[src/rtl/conv_run_ctrl.sv]
// conv_run_ctrl: sequences one convolution frame (arm, feed, stall on FIFO fill, drain, done); optional drain timeout via CONV_RUN_CTRL_TIMEOUT_EN
// Latency: state advances one cycle after its trigger; feed_en/feed_restart are registered and track state_o exactly
// Backpressure: feeding pauses once fifo_level >= HI_TH and resumes at fifo_level <= LO_TH; DRAIN waits for the output count
module conv_run_ctrl #(
  parameter int IMG_W     = 640,
  parameter int IMG_H     = 960,
  parameter int OUT_PIX   = IMG_W * IMG_H,
  parameter int LVL_W     = 10,
  parameter int HI_TH     = 768,
  parameter int LO_TH     = 256,
  parameter int DRAIN_TMO = 4096
) (
  input  logic             clk,
  input  logic             rstn,
  input  logic             csr_start,
  input  logic             csr_abort,
  input  logic             csr_irq_clr,
  input  logic             feed_valid,
  input  logic             conv_valid,
  input  logic [LVL_W-1:0] fifo_level,
  output logic             feed_restart,
  output logic             feed_en,
  output logic             busy,
  output logic             done,
  output logic             irq,
  output logic             timeout,
  output logic [2:0]       state_o,
  output logic [31:0]      in_count,
  output logic [31:0]      out_count,
  output logic [31:0]      cycle_count
);

  typedef enum logic [2:0] {
    S_IDLE  = 3'd0,
    S_ARM   = 3'd1,
    S_RUN   = 3'd2,
    S_STALL = 3'd3,
    S_DRAIN = 3'd4,
    S_DONE  = 3'd5
  } state_t;

  localparam logic [31:0]      IN_PIX = 32'(IMG_W * IMG_H);
  localparam logic [31:0]      OUT_N  = 32'(OUT_PIX);
  localparam logic [LVL_W-1:0] HI_LVL = LVL_W'(HI_TH);
  localparam logic [LVL_W-1:0] LO_LVL = LVL_W'(LO_TH);

  state_t      state;
  state_t      state_nx;
  logic        abort_hit;
  logic        arm_entry;
  logic        feed_last;
  logic        drain_done;
  logic        drain_tmo;
  logic [31:0] in_nx;
  logic [31:0] out_nx;

  function automatic logic [31:0] sat_inc(input logic [31:0] v, input logic en);
    return (en && (v != 32'hFFFF_FFFF)) ? v + 32'd1 : v;
  endfunction

  // Abort only means something once a frame has left IDLE
  assign abort_hit  = csr_abort && (state != S_IDLE);
  // ARM is only ever entered from IDLE or DONE, so this marks the start of a new frame
  assign arm_entry  = (state_nx == S_ARM);
  assign in_nx      = sat_inc(in_count, feed_valid);
  assign out_nx     = sat_inc(out_count, conv_valid);
  // The pixel that brings in_count up to the full image ends the feed phase
  assign feed_last  = feed_valid && (in_count == IN_PIX - 32'd1);
  // Completion counts the conv_valid arriving in the same cycle
  assign drain_done = (out_nx == OUT_N);

`ifdef CONV_RUN_CTRL_TIMEOUT_EN
  localparam int TW = $clog2(DRAIN_TMO + 1);
  logic [TW-1:0] drain_cnt;

  // The last allowed DRAIN cycle is the one where the counter reads DRAIN_TMO-1
  assign drain_tmo = (state == S_DRAIN) && (drain_cnt == TW'(DRAIN_TMO - 1));

  // Count cycles spent in DRAIN; restart from zero on every entry
  always_ff @(posedge clk or negedge rstn) begin
    if (!rstn) begin
      drain_cnt <= '0;
    end else if (state == S_DRAIN && state_nx == S_DRAIN) begin
      drain_cnt <= drain_cnt + 1'b1;
    end else begin
      drain_cnt <= '0;
    end
  end

  // Sticky flag: DRAIN gave up rather than completing; cleared at frame start
  always_ff @(posedge clk or negedge rstn) begin
    if (!rstn) begin
      timeout <= 1'b0;
    end else if (arm_entry) begin
      timeout <= 1'b0;
    end else if (state == S_DRAIN && state_nx == S_DONE && !drain_done) begin
      timeout <= 1'b1;
    end
  end
`else
  assign drain_tmo = 1'b0;
  assign timeout   = 1'b0;
`endif

  // State register
  always_ff @(posedge clk or negedge rstn) begin
    if (!rstn) begin
      state <= S_IDLE;
    end else begin
      state <= state_nx;
    end
  end

  // Next-state logic; abort overrides every other transition
  always_comb begin
    state_nx = state;
    if (abort_hit) begin
      state_nx = S_IDLE;
    end else begin
      case (state)
        S_IDLE, S_DONE: if (csr_start) state_nx = S_ARM;
        S_ARM:          state_nx = S_RUN;
        S_RUN: begin
          if (feed_last)                 state_nx = S_DRAIN;
          else if (fifo_level >= HI_LVL) state_nx = S_STALL;
        end
        S_STALL:        if (fifo_level <= LO_LVL) state_nx = S_RUN;
        S_DRAIN:        if (drain_done || drain_tmo) state_nx = S_DONE;
        default:        state_nx = S_IDLE;
      endcase
    end
  end

  // Status decoded straight from the state register
  always_comb begin
    state_o = state;
    busy    = (state == S_ARM) || (state == S_RUN) || (state == S_STALL) || (state == S_DRAIN);
    done    = (state == S_DONE);
  end

  // Registered controls computed from the next state so they line up with state_o; irq set beats clear
  always_ff @(posedge clk or negedge rstn) begin
    if (!rstn) begin
      feed_en      <= 1'b0;
      feed_restart <= 1'b0;
      irq          <= 1'b0;
    end else begin
      feed_en      <= (state_nx == S_RUN);
      feed_restart <= (state_nx == S_ARM);
      if (state_nx == S_DONE && state != S_DONE) begin
        irq <= 1'b1;
      end else if (csr_irq_clr && !abort_hit) begin
        irq <= 1'b0;
      end
    end
  end

  // Frame counters: zeroed on ARM entry, then count while busy; an abort freezes them
  always_ff @(posedge clk or negedge rstn) begin
    if (!rstn) begin
      in_count    <= '0;
      out_count   <= '0;
      cycle_count <= '0;
    end else if (arm_entry) begin
      in_count    <= '0;
      out_count   <= '0;
      cycle_count <= '0;
    end else if (!abort_hit) begin
      case (state)
        S_ARM: begin
          out_count   <= out_nx;
          cycle_count <= sat_inc(cycle_count, 1'b1);
        end
        S_RUN, S_STALL, S_DRAIN: begin
          in_count    <= in_nx;
          out_count   <= out_nx;
          cycle_count <= sat_inc(cycle_count, 1'b1);
        end
        default: begin
        end
      endcase
    end
  end

endmodule

[config.mk]
export PLATFORM = sky130hd
export DESIGN_NAME = conv_run_ctrl
export DESIGN_NICKNAME = d
export VERILOG_FILES = /design/src/rtl/conv_run_ctrl.sv
export SDC_FILE = /design/constraint.sdc
export NUM_CORES = 1
export LEC_CHECK = 0
export BUFFER_PORTS_ARGS = -buffer_cell sky130_fd_sc_hd__buf_2
export CORE_ASPECT_RATIO = 0.6
export CORE_MARGIN = 4
export CORE_UTILIZATION = 55
export DETAILED_ROUTE_END_ITERATION = 8
export GPL_ROUTABILITY_DRIVEN = 0
export GPL_TIMING_DRIVEN = 0
export HOLD_SLACK_MARGIN = 0.06
export PLACE_DENSITY = 0.79
export SETUP_SLACK_MARGIN = 0.05
export SYNTH_ARGS = -nofsm -noshare
export SYNTH_HDL_FRONTEND = slang
export SYNTH_SLANG_ARGS = --single-unit
[constraint.sdc]
create_clock -name clk -period 3 [get_ports clk]
set_input_delay 0 -clock clk [delete_from_list [all_inputs] [get_ports clk]]
set_output_delay 0 -clock clk [all_outputs]
set_load 0.02 [all_outputs]
==> reports/results.txt, run 1 <==
outcome -> completed
Pleak -> 0.00346 uW
DR WL/cell -> 19.9 um
Final min period -> 2930 ps
most frequent cell after synthesis -> dfrtp_1
diode count -> 0
Reg2Reg Setup Slack -> 70 ps
routed wire length -> 20000 um
Pwr Total -> 3490 uW
GR Util met2 -> 41.1%
initial antenna violation count -> 0
WP data arrival -> 3200 ps
Remaining DRCs -> 0
Setup CP Type -> reg2reg
num ports -> 122
clock power share -> 31.2%
Die X -> 146 um
post-synth cell types -> 70
Row Count -> 29
hold slack -> 82.4 ps
worst vdd rail ir drop -> 0.344 mV
Initial Utilization -> 58.0%
switching power -> 1270 uW
hold path cells -> 2
Tightest Pin Transition -> 785 ps
syn_area_per_cell -> 8.73 um^2
clk buf depth -> 2
Root Buffer -> clkbuf_16
Non-Filler Cell Area, Final -> 0.00747 mm^2
Post-synth top cells -> dfrtp_1, nor2_1, nand2_1, o21ai_0, nand3_1
nets -> 881
CP Launch Type -> register
Peak Freq -> 0.342 GHz
total track usage -> 29.5%
Core ar. -> 0.0108 mm^2
first-pass GRT wire length -> 32000 um
final hold viol count -> 0
crit share post-route -> 97.6%
max-capacitance violation count -> 0
Yosys reg bits -> 102
ANT nets after route -> 0
unrepaired setup endpoints after global routing -> false
Reg clk slew, reported paths -> 70 ps
area growth from synthesis to final layout -> 18.8%
Finished Layout Cells -> 1003
chip height -> 90.8 um
Die ar. -> 0.0133 mm^2
Hold Path Class -> in2reg
vias in the first global route -> 6089
EDFF count, synth -> 0
Clk Latency, worst-skew pair -> 350 ps
PortBufs -> 119
layout cell share with drive strength beyond 1 -> 22.3%
final clock skew -> 5.42 ps
final setup violation count -> 0
Synth async-reset ratio -> 100%
H-tree depth -> 3
TNS Setup -> 0 ps
Synth top area share -> 40.6%
part of the power in registers -> 42.7%
internal power -> 2220 uW
pwr dens -> 467 mW/mm^2
critical path required time -> 3280 ps
GRT Max-Usage Layer -> met1
Num CTS Buffers -> 9
slew margin rel. -> 47.2%
synth top area cells -> dfrtp_1, nor2_1, xor2_1
CTS sink cnt -> 102
largest net degree at the start of global routing -> 74
Crit Path Max Fanout -> 9
Starting DRT DRC Count -> 1014
vias per cell -> 6.50
HPWL after DPL -> 14300 um
R2R cell count -> 9
TritonCTS clock tree -> built
Overflow after GRT -> 0
synthesized area -> 0.00629 mm^2
post-placement cell area -> 0.00709 mm^2
post-synthesis sequential area ratio -> 40.6%
Vias -> 6521
met1 Use GR -> 43.3%
post-synthesis cell count -> 720
Sw Ratio -> 36.5%
post-synth net total -> 740
post-synth top area cell -> dfrtp_1
Combinational Power Share -> 26.1%
Synth Flop Type -> dfrtp_1
number of fill cells -> 847
YS warnings -> 0
First-pass DRT Iterations -> 6
DP Cell Count -> 979
grt met3 use -> 10.8%
fin. max-slew vios -> 0
CP endpoint kind -> register
power by group through the flow:
| stage | clock network, uW | registers [uW] | logic [uW] |
|---|---|---|---|
| floorplan | 0 | 1570 | 464 |
| global placement | 0 | 1510 | 836 |
| detailed placement | 0 | 1510 | 864 |
| CTS | 1090 | 1490 | 872 |
| global route | 1150 | 1500 | 983 |
| finish | 1090 | 1490 | 910 |
sequential cells by signal (all words and copies together) (netlist names):
register and count:
out_count 32, feed_en 1, state_o 3, in_count 32
feed_restart 1, cycle_count 32, irq 1
timing repair:
| action | 4_1_cts | 5_1_grt |
|---|---|---|
| hold endpoints to repair | 104 | 0 |
| hold buffers | 3 | 0 |
| gates resized for setup | 2 | 13 |
| buffers inserted | 4 | 4 |
| endpoints found under the setup margin | 7 | 13 |
| pin swaps | 2 | 2 |
per-stage QoR:
stage	setup WS, ps	utilization [%]
after floorplan	427	-
final	72.6	68.9
after CTS	74.2	68.4
after global routing	39.1	68.9
after global placement	-126	65.1
after detailed placement	-169	65.3
cells in the final DEF, fill, tap and decap left out, types with 5 or more instances in the layout:
master	count
clkbuf_1	18
nand2_1	61
inv_1	5
clkbuf_16	9
nand3_1	50
or3_1	5
xor2_1	38
nor2_1	93
nor3_1	13
xnor2_1	27
o31ai_1	7
nand4_1	40
and3_1	19
and2_1	9
buf_2	127
and4_1	15
nor4_1	14
clkbuf_2	6
dfrtp_1	102
nand2b_1	6
a31oi_1	14
buf_4	13
a21oi_1	18
o21ai_0	61
final timing paths:
| check | startpoint | endpoint |
|---|---|---|
| worst max-delay path | out_count[0]$_DFFE_PN0P_ | irq$_DFFE_PN0P_ |
| worst min register to register | irq$_DFFE_PN0P_ | irq$_DFFE_PN0P_ |
| min in group asynchronous | rstn | cycle_count[14]$_DFFE_PN0P_ |
| worst max register to register | out_count[0]$_DFFE_PN0P_ | irq$_DFFE_PN0P_ |
| worst min-delay path | csr_abort | state_o[2]$_DFF_PN0_ |
| max in group asynchronous | rstn | in_count[14]$_DFFE_PN0P_ |
cells by family after synthesis:
logic type	after synthesis	share of synthesized area, %
mux	1	0.159
fa+ha+maj	3	0.597
simple gates	361	31.6
xor+xnor	65	9.05
other cells	1	0.0596
buf+inv	47	3.90
compound gates	140	14.0
flops	102	40.6
critical path, stage by stage (launching register included):
cell      delay [ps]
dfrtp_1          520
ha_2             320
nand4_4          210
nor4_4           340
buf_4            190
a21boi_2         130
a211o_1          350
a211oi_2         400
nand4_1          230
o21ai_1          170
per-layer routing:
metal	up-vias	part of all wire (%)
li1	2922	-
met1	3123	44
met2	418	41
met4	0	2.0
met3	58	13
met5	-	0
area by class of cell:
cell class | instances | area [um^2] | share of cell area, %
sequential | 102 | 2550 | 34.2
clock inverter | 3 | 23.8 | 0.318
timing repair buffer | 131 | 716 | 9.58
multi-input combinational | 571 | 3530 | 47.2
tap | 139 | 174 | 2.33
clock buffer | 11 | 233 | 3.12
inverter | 6 | 22.5 | 0.301
buffer | 40 | 224 | 3.00
No activity file was read; power rests on OpenSTA's default activity.
==> run 2, diff against run 1 <==
==> constraint.sdc (replaced) <==
create_clock -name clk -period 3.25 [get_ports clk]
set_input_delay 0 -clock clk [delete_from_list [all_inputs] [get_ports clk]]
set_output_delay 0 -clock clk [all_outputs]
set_load 0.02 [all_outputs]
==> run 2 against run 1 <==
Net effect: cell area decreased by 0.60%; die area unchanged; hold slack lost 5.8 ps; sequential share of layout area rose by 0.21 points; setup slack better by 34 ps; routed wire length fell by 1.3%; flip-flop and latch count did not move; first-iteration DRC count is 23% lower; clock power decreased by 8%.
==> reports/results.txt, run 2 (same netlist as run 1, synthesis figures left out) <==
outcome -> completed
vias in the first global route -> 6018 (-1.2%)
Core ar. -> 0.0108 mm^2 (unchanged)
final setup violation count -> 0 (unchanged)
Clk Latency, worst-skew pair -> 350 ps (about the same)
area growth from synthesis to final layout -> 18.1%
unrepaired setup endpoints after global routing -> false
Reg2Reg Setup Slack -> 110 ps (+30 ps)
initial antenna violation count -> 0 (unchanged)
largest registers -> cycle_count x32, in_count x32, out_count x32
TritonCTS clock tree -> built
Pleak -> 0.00343 uW (-0.91%)
worst vdd rail ir drop -> 0.318 mV (-7.3%)
TNS Setup -> 0 ps (unchanged)
max-capacitance violation count -> 0 (unchanged)
Bufs and invs on worst path -> 1 (unchanged)
total track usage -> 29.2% (-0.32 points)
final clock skew -> 4.84 ps (-0.582 ps)
family with the most delay on the worst path -> compound AO/OA/AOI/OAI gates
Crit Path Max Fanout -> 9 (unchanged)
First-pass DRT Iterations -> 7 (+1)
Hold Path Sink -> state_o[2]$_DFF_PN0_
number of fill cells -> 859 (+1.4%)
Die ar. -> 0.0133 mm^2 (unchanged)
final worst slack -> 106 ps (+33.7 ps)
Initial Utilization -> 58.0% (unchanged)
diode count -> 0 (unchanged)
Root Buffer -> clkbuf_16
crit path cell chain -> ha_1 -> nand4_4 -> nor4_4 -> buf_4 -> a21boi_2 -> a211o_1 -> a211oi_1 -> nand4_1 -> o21ai_1
Row Count -> 29 (unchanged)
Reg clk slew, reported paths -> 70 ps (about the same)
Die X -> 146 um (unchanged)
DP Cell Count -> 979 (unchanged)
layout cell share with drive strength beyond 1 -> 21.0% (-1.3 points)
largest net degree at the start of global routing -> 74 (unchanged)
final hold viol count -> 0 (unchanged)
hold path cells -> 2 (unchanged)
clk buf depth -> 2 (unchanged)
CTS sink cnt -> 102 (unchanged)
most common cell after layout, fill and taps aside -> buf_2
WP data arrival -> 3420 ps (+220 ps)
fin. max-slew vios -> 0 (unchanged)
Vias -> 6529 (+0.12%)
H-tree depth -> 3 (unchanged)
slew margin rel. -> 44.6% (-2.6 points)
pwr dens -> 432 mW/mm^2 (-7.5%)
routed wire length -> 19800 um (-1.3%)
PortBufs -> 119 (unchanged)
Peak Freq -> 0.318 GHz (-6.9%)
Setup Slack @ Placement -> 80.8 ps (+250 ps)
Tightest Pin Transition -> 825 ps (+39.1 ps)
HPWL after DPL -> 14300 um (unchanged)
slowest CP cell -> dfrtp_1
nets -> 877 (-0.45%)
DR WL/cell -> 19.8 um (-0.87%)
hold_sp -> csr_abort
Overflow after GRT -> 0 (unchanged)
crit share post-route -> 96.7% (-0.85 points)
critical path required time -> 3520 ps (+240 ps)
CP Launch Type -> register
first-pass GRT wire length -> 31700 um (-1.0%)
Pwr Total -> 3210 uW (-8.1%)
Remaining DRCs -> 0 (unchanged)
chip height -> 90.8 um (unchanged)
ANT nets after route -> 0 (unchanged)
hold slack -> 76.7 ps (-5.76 ps)
num ports -> 122 (unchanged)
CP peak stage delay -> 510 ps (about the same)
R2R cell count -> 9 (unchanged)
CP endpoint kind -> register
Starting DRT DRC Count -> 777 (-23%)
Reg2Reg Capture Point -> irq$_DFFE_PN0P_
Critical Path Start -> out_count[0]$_DFFE_PN0P_
Final min period -> 3140 ps (+216 ps)
r2r startpoint -> out_count[0]$_DFFE_PN0P_
Setup CP Type -> reg2reg
vias per cell -> 6.54 (+0.52%)
Hold Path Class -> in2reg
commonest cells after routing, fill and taps aside -> buf_2, dfrtp_1, nor2_1, nand2_1, o21ai_0
Finished Layout Cells -> 999 (-0.40%)
Num CTS Buffers -> 9 (unchanged)
-- run 2: area by class of cell --
class	count	area, um^2	area share, %
sequential	102	2550	34.4
multi-input combinational	571	3520	47.4
inverter	6	22.5	0.303
clock inverter	3	23.8	0.320
clock buffer	11	233	3.13
timing repair buffer	126	678	9.13
buffer	41	224	3.02
tap	139	174	2.34
-- run 2: per-layer routing --
metal | track usage [%] | vias up | part of all wire, %
met5 | 0 | - | 0
met4 | 7.51 | 0 | 2.1
met3 | 10.3 | 64 | 14
met2 | 40.3 | 445 | 41
met1 | 43.3 | 3095 | 44
li1 | - | 2925 | -
-- run 2: worst max path at each step --
stage                       to  slack, ps  cells past startpoint
2_1_floorplan  irq$_DFFE_PN0P_        680                      8
4_1_cts        irq$_DFFE_PN0P_         50                      8
3_5_place_dp   irq$_DFFE_PN0P_         80                      8
5_1_grt        irq$_DFFE_PN0P_         80                      9
3_3_place_gp   irq$_DFFE_PN0P_        120                      8
6_report       irq$_DFFE_PN0P_        110                      9
-- run 2: where the power goes --
part,switching (uW),internal [uW],total (uW)
Sequential,59.5,1320,1370
Clock,485,514,999
Combinational,622,212,834
Total,1170,2040,3210
-- run 2: metrics by stage --
| step | area (um^2) | util, % |
|---|---|---|
| CTS | 7370 | 68.0 |
| detailed placement | 7090 | 65.3 |
| floorplan | 6290 | - |
| global placement | 7060 | 65.1 |
| finish | 7430 | 68.4 |
| global route | 7430 | 68.4 |
-- run 2: what timing repair did --
action                                  in CTS  in global routing
buffers inserted                             0                  3
hold endpoints to repair                   104                  0
hold buffers                                 3                  0
endpoints found under the setup margin       0                 10
resized for setup                            0                  6
-- run 2: worst reg2reg max path, stage by stage (launching register included) --
cell	delay, ps
dfrtp_1	510
ha_1	370
nand4_4	240
nor4_4	270
buf_4	220
a21boi_2	160
a211o_1	340
a211oi_1	510
nand4_1	270
o21ai_1	190
==> run 3, diff against run 2 <==
--- a/config.mk
+++ b/config.mk
@@ -9,6 +9,7 @@
 export CORE_ASPECT_RATIO = 0.6
 export CORE_MARGIN = 4
 export CORE_UTILIZATION = 55
+export CTS_BUF_LIST = sky130_fd_sc_hd__clkbuf_8
 export DETAILED_ROUTE_END_ITERATION = 8
 export GPL_ROUTABILITY_DRIVEN = 0
 export GPL_TIMING_DRIVEN = 0
==> run 3 against run 2 <==
Net effect: clock power decreased by 28%; non-clock buffer count increased by 2; via count decreased by 0.54%; hold slack improved by 4.4 ps; sequential power about the same; cell count increased by 0.20%; maximum frequency decreased by 1.2%; cell area decreased by 1.3%; power decreased by 8.7%; core utilization decreased by 0.91 points; global-route usage decreased by 0.090 points; clock skew increased by 3.2 ps; largest cell class unchanged; highest routed layer unchanged.
==> reports/results.txt, run 3 (same netlist as run 1, synthesis figures left out) <==
Num CTS Buffers -> 9 (unchanged)
Remaining DRCs -> 0 (unchanged)
final setup violation count -> 0 (unchanged)
commonest cells after routing, fill and taps aside -> buf_2, dfrtp_1, nor2_1, nand2_1, o21ai_0
diode count -> 0 (unchanged)
Die X -> 146 um (unchanged)
initial antenna violation count -> 0 (unchanged)
Crit path top cell by count -> a31oi_1
Tightest Pin Transition -> 745 ps (-80.0 ps)
PortBufs -> 119 (unchanged)
Setup Slack @ Placement -> 80.8 ps (unchanged)
max-capacitance violation count -> 0 (unchanged)
num ports -> 122 (unchanged)
vias per cell -> 6.49 (-0.73%)
slew margin rel. -> 49.9% (+5.4 points)
nets -> 879 (+0.23%)
Bufs and invs on worst path -> 2 (+1)
clk buf depth -> 2 (unchanged)
Reg clk slew, reported paths -> 100 ps (+30 ps)
Overflow after GRT -> 0 (unchanged)
slowest CP cell -> dfrtp_1
most common cell after layout, fill and taps aside -> buf_2
H-tree depth -> 3 (unchanged)
final hold viol count -> 0 (unchanged)
max layer used -> met4
final worst slack -> 66.8 ps (-39.6 ps)
Peak Freq -> 0.314 GHz (-1.2%)
Pleak -> 0.00340 uW (-0.90%)
family with the most delay on the worst path -> compound AO/OA/AOI/OAI gates
Pwr Total -> 2930 uW (-8.7%)
final clock skew -> 8.06 ps (+3.22 ps)
Vias -> 6494 (-0.54%)
hold slack -> 81.0 ps (+4.37 ps)
DR WL/cell -> 19.6 um (-1.1%)
Starting DRT DRC Count -> 711 (-8.5%)
WL met1 -> 8540 um (-0.70%)
critical path required time -> 3570 ps (+50 ps)
fin. max-slew vios -> 0 (unchanged)
Initial Utilization -> 58.0% (unchanged)
number of fill cells -> 870 (+1.3%)
CP endpoint kind -> register
routed wl met2 -> 8010 um (-0.66%)
Setup CP Type -> reg2reg
First-pass DRT Iterations -> 6 (-1)
Row Count -> 29 (unchanged)
routed wire length -> 19600 um (-0.86%)
WP data arrival -> 3500 ps (+80 ps)
outcome -> completed
Crit Path Max Fanout -> 10 (+1)
crit path cell chain -> ha_1 -> nand4_4 -> nor4_4 -> buf_4 -> a31oi_1 -> clkbuf_1 -> a31oi_1 -> a211oi_1 -> nand4_1 -> o21ai_1
Die ar. -> 0.0133 mm^2 (unchanged)
vias in the first global route -> 5964 (-0.90%)
largest net degree at the start of global routing -> 74 (unchanged)
pwr dens -> 400 mW/mm^2 (-7.4%)
TritonCTS clock tree -> built
area growth from synthesis to final layout -> 16.5%
HPWL after DPL -> 14300 um (unchanged)
crit share post-route -> 97.9% (+1.2 points)
CP peak stage delay -> 490 ps (-20 ps)
largest registers -> cycle_count x32, in_count x32, out_count x32
worst vdd rail ir drop -> 0.242 mV (-24%)
Hold Path Class -> in2async
total track usage -> 29.1% (-0.090 points)
unrepaired setup endpoints after global routing -> false
ANT nets after route -> 0 (unchanged)
Clk Latency, worst-skew pair -> 390 ps (+40 ps)
chip height -> 90.8 um (unchanged)
TNS Setup -> 0 ps (unchanged)
multi-input combinational cell area -> 0.00350 mm^2 (-0.39%)
CTS sink cnt -> 102 (unchanged)
Core ar. -> 0.0108 mm^2 (unchanged)
layout cell share with drive strength beyond 1 -> 20.9% (-0.16 points)
Root Buffer -> clkbuf_8
Final min period -> 3180 ps (+39.6 ps)
Seq. cell area -> 0.00255 mm^2 (unchanged)
Reg2Reg Setup Slack -> 70 ps (-40 ps)
first-pass GRT wire length -> 31600 um (-0.28%)
CP Launch Type -> register
Met3 Routed Length -> 2660 um (-0.78%)
==> run 3: per-stage QoR <==
step | cell area [um^2] | utilization, % | instances
final | 7330 | 67.5 | 1001
after global routing | 7330 | 67.5 | 1001
after CTS | 7280 | 67.1 | 997
after detailed placement | 7090 | 65.3 | 979
after global placement | 7060 | 65.1 | 978
after floorplan | 6290 | - | 720
==> run 3: worst reg2reg max path, delay by kind of cell, from the launching register on <==
family          cells  cell delay, ps
buf+inv             2             650
compound gates      4            1070
fa+ha+maj           1             350
simple gates        3             550
flops               1             490
==> run 3: cell type report <==
cell class | instances | area share (%)
Tap cell | 139 | 2.37
Timing Repair Buffer | 128 | 9.49
Inverter | 6 | 0.307
Clock inverter | 5 | 0.427
Sequential cell | 102 | 34.8
Clock buffer | 9 | 1.69
Multi-Input combinational cell | 571 | 47.8
Buffer | 41 | 3.04
==> run 3: timing repair <==
action	in CTS	in global routing
endpoints found under the setup margin	1	10
pin swaps	1	2
hold buffers	4	0
setup buffers	0	4
endpoints found under the hold margin	104	0
resized for setup	0	2
==> run 3: final timing paths <==
| check | startpoint | end | depth (start not counted) |
|---|---|---|---|
| min in group clk | conv_valid | out_count[14]$_DFFE_PN0P_ | 5 |
| setup reg to reg | out_count[0]$_DFFE_PN0P_ | irq$_DFFE_PN0P_ | 10 |
| max in group asynchronous | rstn | out_count[25]$_DFFE_PN0P_ | 3 |
| hold reg to reg | irq$_DFFE_PN0P_ | irq$_DFFE_PN0P_ | 2 |
| hold / removal | rstn | cycle_count[14]$_DFFE_PN0P_ | 2 |
| setup / recovery | out_count[0]$_DFFE_PN0P_ | irq$_DFFE_PN0P_ | 10 |
==> run 3: metal layers <==
metal,track usage (%),up-vias
met4,7.51,0
met2,40.3,426
met5,0,-
li1,-,2913
met3,9.28,51
met1,43.6,3104
==> run 3: power breakdown <==
part           switching [uW]  internal, uW
clock network             456           266
registers                60.3          1310
logic                     621           212
